==> config.mk <==
export PLATFORM = sky130hd
export DESIGN_NAME = mastermind_game_ctrl
export DESIGN_NICKNAME = d
export VERILOG_FILES = /design/src/rtl/mastermind_pkg.sv /design/src/rtl/mastermind_scorer.sv /design/src/rtl/mastermind_game_ctrl.sv
export SDC_FILE = /design/constraint.sdc
export NUM_CORES = 1
export LEC_CHECK = 0
export ABC_CLOCK_PERIOD_IN_PS = 5200
export CAP_MARGIN = 20
export CORE_UTILIZATION = 57
export DETAILED_ROUTE_END_ITERATION = 8
export PLACE_DENSITY = 0.82
export SLEW_MARGIN = 20
export SYNTH_ARGS = -nofsm -noshare
export SYNTH_HDL_FRONTEND = slang
export SYNTH_HIERARCHICAL = 1
export SYNTH_SLANG_ARGS = --single-unit
==> constraint.sdc <==
create_clock -name MAX10_CLK1_50 -period 5.2 [get_ports MAX10_CLK1_50]
set_input_delay 1.04 -clock MAX10_CLK1_50 [delete_from_list [all_inputs] [get_ports MAX10_CLK1_50]]
set_output_delay 1.04 -clock MAX10_CLK1_50 [all_outputs]
set_load 0.01 [all_outputs]
==> src/rtl/mastermind_pkg.sv <==
// Shared constants and FSM state encoding for the Mastermind controller.
// Imported by mastermind_scorer and mastermind_game_ctrl.
package mastermind_pkg;

  localparam int NUM_DIGITS  = 4;
  localparam int DIGIT_W     = 3;
  localparam int NUM_COLOURS = 8;

  typedef enum logic [2:0] {
    ENTRY,
    SCORE_EXACT,
    SCORE_COLOUR,
    RESULT,
    WIN,
    LOSE
  } state_t;

endpackage

==> src/rtl/mastermind_scorer.sv <==
// Multi-cycle Mastermind scorer: snapshots secret and guess on start_i,
// one exact pass, then one partial-count pass per colour.
// Ports: clk_i/rst_i, start_i, secret_i/guess_i ({x0..x3}, x0 in MSBs),
//        last_o (final colour cycle), done_o, exact_o, partial_o.
module mastermind_scorer
  import mastermind_pkg::*;
#(
  parameter int DIGIT_W = 3
) (
  input  logic                            clk_i,
  input  logic                            rst_i,
  input  logic                            start_i,
  input  logic [NUM_DIGITS*DIGIT_W-1:0]   secret_i,
  input  logic [NUM_DIGITS*DIGIT_W-1:0]   guess_i,
  output logic                            last_o,
  output logic                            done_o,
  output logic [2:0]                      exact_o,
  output logic [2:0]                      partial_o
);

  typedef enum logic [1:0] {
    P_IDLE,
    P_EXACT,
    P_COL,
    P_DONE
  } phase_t;

  phase_t                          phase_q;
  logic [NUM_DIGITS*DIGIT_W-1:0]   sec_q;
  logic [NUM_DIGITS*DIGIT_W-1:0]   gss_q;
  logic [NUM_DIGITS-1:0]           mask_q;
  logic [DIGIT_W-1:0]              col_q;
  logic [2:0]                      exact_q;
  logic [2:0]                      partial_q;

  logic [NUM_DIGITS-1:0]           eq_d;
  logic [2:0]                      ex_cnt;
  logic [2:0]                      cs;
  logic [2:0]                      cg;
  logic [2:0]                      mn;

  always_comb begin
    eq_d   = '0;
    ex_cnt = '0;
    cs     = '0;
    cg     = '0;
    for (int i = 0; i < NUM_DIGITS; i++) begin
      eq_d[i] = sec_q[(NUM_DIGITS-1-i)*DIGIT_W +: DIGIT_W] ==
                gss_q[(NUM_DIGITS-1-i)*DIGIT_W +: DIGIT_W];
      ex_cnt  = ex_cnt + {2'b00, eq_d[i]};
      if (mask_q[i] &&
          sec_q[(NUM_DIGITS-1-i)*DIGIT_W +: DIGIT_W] == col_q)
        cs = cs + 3'd1;
      if (mask_q[i] &&
          gss_q[(NUM_DIGITS-1-i)*DIGIT_W +: DIGIT_W] == col_q)
        cg = cg + 3'd1;
    end
    mn = (cs < cg) ? cs : cg;
  end

  assign last_o    = (phase_q == P_COL) && (col_q == '1);
  assign done_o    = (phase_q == P_DONE);
  assign exact_o   = exact_q;
  assign partial_o = partial_q;

  always_ff @(posedge clk_i or posedge rst_i) begin
    if (rst_i) begin
      phase_q   <= P_IDLE;
      sec_q     <= '0;
      gss_q     <= '0;
      mask_q    <= '0;
      col_q     <= '0;
      exact_q   <= '0;
      partial_q <= '0;
    end else begin
      unique case (phase_q)
        P_IDLE: begin
          if (start_i) begin
            sec_q     <= secret_i;
            gss_q     <= guess_i;
            exact_q   <= '0;
            partial_q <= '0;
            col_q     <= '0;
            phase_q   <= P_EXACT;
          end
        end
        P_EXACT: begin
          exact_q <= ex_cnt;
          mask_q  <= ~eq_d;
          phase_q <= P_COL;
        end
        P_COL: begin
          partial_q <= partial_q + mn;
          col_q     <= col_q + 1'b1;
          if (col_q == '1)
            phase_q <= P_DONE;
        end
        P_DONE: phase_q <= P_IDLE;
        default: phase_q <= P_IDLE;
      endcase
    end
  end

endmodule

==> src/rtl/mastermind_game_ctrl.sv <==
// Mastermind game controller: digit entry, submit/score sequencing,
// attempt counting and win/lose. Ports: clock, rst, key pulses,
// sw_digit, secret; guess digits, cursor, score, tries, busy, win, lose.
module mastermind_game_ctrl
  import mastermind_pkg::*;
#(
  parameter int DIGIT_W   = 3,
  parameter int MAX_TRIES = 10
) (
  input  logic                   MAX10_CLK1_50,
  input  logic                   rst,
  input  logic                   key_next,
  input  logic                   key_submit,
  input  logic [DIGIT_W-1:0]     sw_digit,
  input  logic [4*DIGIT_W-1:0]   secret,
  output logic [DIGIT_W-1:0]     d0,
  output logic [DIGIT_W-1:0]     d1,
  output logic [DIGIT_W-1:0]     d2,
  output logic [DIGIT_W-1:0]     d3,
  output logic [1:0]             cursor,
  output logic [2:0]             exact,
  output logic [2:0]             partial,
  output logic [3:0]             tries,
  output logic                   busy,
  output logic                   win,
  output logic                   lose
);

  state_t               state_q;
  logic [DIGIT_W-1:0]   dig_q [NUM_DIGITS];
  logic [DIGIT_W-1:0]   prev_sw_q;
  logic [1:0]           cursor_q;
  logic [2:0]           exact_q;
  logic [2:0]           partial_q;
  logic [3:0]           tries_q;
  logic [3:0]           tries_d;
  logic                 busy_q;
  logic                 win_q;
  logic                 lose_q;

  logic                 sc_start;
  logic                 sc_last;
  logic                 sc_done;
  logic [2:0]           sc_exact;
  logic [2:0]           sc_partial;

  assign sc_start = (state_q == ENTRY) && key_submit;
  assign tries_d  = tries_q + 4'd1;

  mastermind_scorer #(
    .DIGIT_W (DIGIT_W)
  ) u_scorer (
    .clk_i     (MAX10_CLK1_50),
    .rst_i     (rst),
    .start_i   (sc_start),
    .secret_i  (secret),
    .guess_i   ({dig_q[0], dig_q[1], dig_q[2], dig_q[3]}),
    .last_o    (sc_last),
    .done_o    (sc_done),
    .exact_o   (sc_exact),
    .partial_o (sc_partial)
  );

  always_ff @(posedge MAX10_CLK1_50 or posedge rst) begin
    if (rst) begin
      state_q   <= ENTRY;
      for (int i = 0; i < NUM_DIGITS; i++)
        dig_q[i] <= '0;
      prev_sw_q <= '0;
      cursor_q  <= '0;
      exact_q   <= '0;
      partial_q <= '0;
      tries_q   <= '0;
      busy_q    <= 1'b0;
      win_q     <= 1'b0;
      lose_q    <= 1'b0;
    end else begin
      unique case (state_q)
        ENTRY: begin
          if (key_submit) begin
            busy_q  <= 1'b1;
            state_q <= SCORE_EXACT;
          end else begin
            if (sw_digit != prev_sw_q) begin
              dig_q[cursor_q] <= sw_digit;
              prev_sw_q       <= sw_digit;
            end
            if (key_next)
              cursor_q <= cursor_q + 2'd1;
          end
        end
        SCORE_EXACT: state_q <= SCORE_COLOUR;
        SCORE_COLOUR: begin
          if (sc_last)
            state_q <= RESULT;
        end
        RESULT: begin
          if (sc_done) begin
            exact_q   <= sc_exact;
            partial_q <= sc_partial;
            tries_q   <= tries_d;
            busy_q    <= 1'b0;
            if (sc_exact == 3'd4) begin
              win_q   <= 1'b1;
              state_q <= WIN;
            end else if (tries_d == 4'(MAX_TRIES)) begin
              lose_q  <= 1'b1;
              state_q <= LOSE;
            end else begin
              cursor_q <= '0;
              state_q  <= ENTRY;
            end
          end
        end
        WIN, LOSE: begin
          if (key_submit) begin
            for (int i = 0; i < NUM_DIGITS; i++)
              dig_q[i] <= '0;
            cursor_q  <= '0;
            exact_q   <= '0;
            partial_q <= '0;
            tries_q   <= '0;
            win_q     <= 1'b0;
            lose_q    <= 1'b0;
            prev_sw_q <= sw_digit;
            state_q   <= ENTRY;
          end
        end
        default: state_q <= ENTRY;
      endcase
    end
  end

  assign d0      = dig_q[0];
  assign d1      = dig_q[1];
  assign d2      = dig_q[2];
  assign d3      = dig_q[3];
  assign cursor  = cursor_q;
  assign exact   = exact_q;
  assign partial = partial_q;
  assign tries   = tries_q;
  assign busy    = busy_q;
  assign win     = win_q;
  assign lose    = lose_q;

endmodule

==> run metrics <==
clk slew on worst S/H paths=0.07 ns; crit-path max FO=10; Inserted Diodes=0; fillers=534; worst r2r src=u_scorer/col_q[0]; GRT Util Overall=26.4%; CTS hold repair buffers=0; Max VDD drop=0.000252 V; routed wl met2=4740 um; largest net degree at the start of global routing=40; CP arrival=5.02 ns; worst slack, placed=0.382 ns; H-Tree Depth=3; Yosys cell types=60; PortBufs=45; Post-Syn Nets=448; Hold Crit Class=flip-flop to flip-flop; placeable core area=7250 um^2; CTS Sinks=72; Compound-Gate Fraction of Synth Area=13.6%; Area growth, synth to finish=15.8%; Mapped Area=4270 um^2; worst-case hold path end point=partial[2]; hold path cells=2; metal1 wirelength=4050 um; vias in the first global route=3215; Leak=2.22 nW; number of flops mapped to enable cells by yosys=0; grt ovf=0; maximum clock insertion buffer count=2; status=finished, final reports clean; RePlAce Congestion=0.950; initial antenna violation count=0; Layout Nets=491; setup TNS=0 ns; Fin. Hold Viols=0; PD cells=658 nW/um^2; period utilization=92.0%; share of cells above drive strength 1=15.1%; # rows=31; Async SR Flop Fraction=100%; largest family of logic cells by synthesized area=simple AND/OR/NAND/NOR gates; Starting Density=58.8%; die area=7830 um^2; DR top layer=met4; Post-Synth XOR/XNOR Area=9.24%; critical path type=flip-flop to flip-flop; Top FF cell, synth=dfrtp_1; root buf cell=clkbuf_8; max_slew headroom=31.9%; most frequent CP cell=ha_1; R2R Path End=u_scorer/partial_o[2]; synth warn=6; Syn Area/Cell=10.6 um^2; flop-to-flop setup slack=0.42 ns; I/O Pins=46; synthesized flop and latch total=72; chip height=88.5 um; multiplexer share of the synthesized area=8.36%; Tightest Pin Transition=1.02 ns; crit path cell chain=xnor2_1 > nand4_1 > inv_1 > ha_1 > or2b_2 > or4_4 > nand2_1 > ha_1 > inv_1 > nor2_1 > xor2_1 > ha_1 > inv_1 > a21oi_1 > a21boi_0 > a21oi_1 > ha_1 > fa_1 > xnor2_1 > nor3_1 > a21o_1 > a22o_1; adder-cell share of the synthesized area=7.98%; Antenna Nets Post-Route=0; CTS tree=done; DR vias=3227; DRC viols=0; Worst-Skew Late Latency=0.35 ns; cell count after synthesis=403; Max stage delay on crit path=0.52 ns; simple-gate portion of the synthesized area=14.5%; 1st-iter DRT viols=194; critical path's slowest cell=dfrtp_2; CP Launch Type=flip-flop; Multi-input gate area=2290 um^2; Reg2Reg Depth=22; setup violation total in the final timing report=0; final wirelength=9230 um; first-pass GRT wire length=15500 um; hold path start=partial[2]; Via density=5.88; die extent in x=88.5 um; Peak Freq=209 MHz; drt wl/cell=16.8 um; Max-cap violations=0; final worst hold slack=0.468 ns; post-synthesis sequential area ratio=42.2%; clk_skew=0.00955 ns; Post-DP HPWL=6790 um; Seq. cell area=1810 um^2; fin worst setup slack=0.416 ns; Worst setup EP type=flip-flop; DR WL met3=300 um; CTS Buf Count=9; RSZ-0062 raised after global routing=no; Req. time, crit path=5.43 ns; pins over their slew limit=0; First-pass DRT Iterations=4; crit path time final=4.78 ns
==> final cells by class <==
| type | instances | area share (%) |
|---|---|---|
| clock buffers | 9 | 2.51 |
| inverters | 20 | 1.52 |
| multi-input cells | 296 | 46.3 |
| flip-flops and latches | 72 | 36.5 |
| clock inverters | 6 | 1.24 |
| repair buffers | 47 | 9.42 |
| well taps | 99 | 2.51 |
==> cell usage after synthesis (5+ instances only) <==
| cell | number | share of area [%] |
|---|---|---|
| a21o_1 | 5 | 0.88 |
| a21oi_1 | 11 | 1.3 |
| a32o_1 | 8 | 1.9 |
| and2_1 | 5 | 0.73 |
| buf_6 | 5 | 1.3 |
| dfrtp_1 | 72 | 42 |
| ha_1 | 24 | 7.0 |
| inv_1 | 20 | 1.8 |
| mux2_2 | 29 | 7.7 |
| nand2_1 | 40 | 3.5 |
| nand2b_1 | 7 | 1.0 |
| nand3_1 | 18 | 2.1 |
| nor2_1 | 17 | 1.5 |
| nor3_1 | 6 | 0.70 |
| o211ai_1 | 13 | 2.3 |
| o21ai_0 | 12 | 1.4 |
| xnor2_1 | 24 | 4.9 |
| xor2_1 | 21 | 4.3 |
==> cells in the final DEF (no fill, tap or decap), drive strengths merged, types with 3 or more instances in the layout <==
master	synthesis	final
o31ai	3	3
ha	24	24
clkbuf	5	9
nand3	18	18
nor3	6	6
nor2	17	17
mux2i	3	3
a21oi	12	12
nor2b	5	5
o21ai	14	14
dfrtp	72	72
nand2b	7	7
clkdlybuf4s50	0	45
a21o	7	7
a22o	5	5
or4	4	4
a31oi	3	3
o211ai	13	13
mux2	29	29
and2	5	5
clkinv	0	4
a32o	8	8
xor2	21	21
nand2	40	40
xnor2	24	24
nand4	4	4
inv	20	20
==> layer usage <==
metal,vias up,global-route usage [%]
met5,-,0
met4,0,9.53
met3,14,4.66
met2,65,45.2
met1,1628,33.6
li1,1520,-
==> how the worst max path moves through the flow <==
stage                      start                     to  slack, ns  cells after the start
2_1_floorplan  u_scorer/col_q[2]  u_scorer/partial_o[2]       0.83                     22
3_3_place_gp   u_scorer/col_q[2]  u_scorer/partial_o[2]       0.63                     21
3_5_place_dp   u_scorer/col_q[0]  u_scorer/partial_o[2]       0.38                     21
4_1_cts        u_scorer/col_q[0]  u_scorer/partial_o[2]       0.34                     22
5_1_grt        u_scorer/col_q[0]  u_scorer/partial_o[2]       0.04                     22
6_report       u_scorer/col_q[0]  u_scorer/partial_o[2]       0.42                     22
==> flip-flops by register name, summed over array words and instances (netlist names), 2 cells and up <==
register,count
prev_sw_q,3
tries,4
u_scorer/phase_q,2
exact,3
d2,3
partial,3
d1,3
u_scorer/mask_q,4
u_scorer/sec_q,12
cursor,2
d0,3
d3,3
u_scorer/col_q,3
u_scorer/gss_q,12
u_scorer/partial_o,3
state_q,3
u_scorer/exact_o,3
==> critical path: cells and delay by family (launching register included) <==
family	cells	cell delay [ns]
AOI/OAI and AO/OA	5	0.84
xor gates and xnor gates	3	0.75
adders and majority gates	5	1.19
buffers and inverters	3	0.20
DFF	1	0.52
and+or+nand+nor	6	1.19
==> timing repair <==
action                                  in CTS  in global routing
endpoints found under the setup margin       0                  1
buffers inserted                             0                  0
gates resized for setup                      0                  3
==> report_power, final <==
group	leakage, nW	total, mW	internal [mW]	switching, mW
registers	0.851	1.07	0.779	0.290
clock network	0.0948	0.425	0.217	0.208
logic	1.28	1.76	0.859	0.896
total	2.22	3.25	1.86	1.39
==> per-stage QoR <==
| stage | utilization [%] | cells | area, um^2 | power, mW |
|---|---|---|---|---|
| final | 68.1 | 549 | 4940 | 3.25 |
| after global routing | 68.1 | 549 | 4940 | 3.49 |
| after CTS | 68.1 | 549 | 4940 | 3.24 |
| after detailed placement | 65.5 | 534 | 4750 | 2.80 |
| after global placement | 65.5 | 534 | 4750 | 2.69 |
| after floorplan | - | 403 | 4270 | 2.31 |
==> logic make-up after synthesis <==
| family | after synthesis |
|---|---|
| and+or+nand+nor | 117 |
| AOI/OAI and AO/OA | 76 |
| DFF | 72 |
| xor gates and xnor gates | 45 |
| buffers and inverters | 35 |
| muxes | 32 |
| adders and majority gates | 26 |
(Power assumes the default switching activity.)
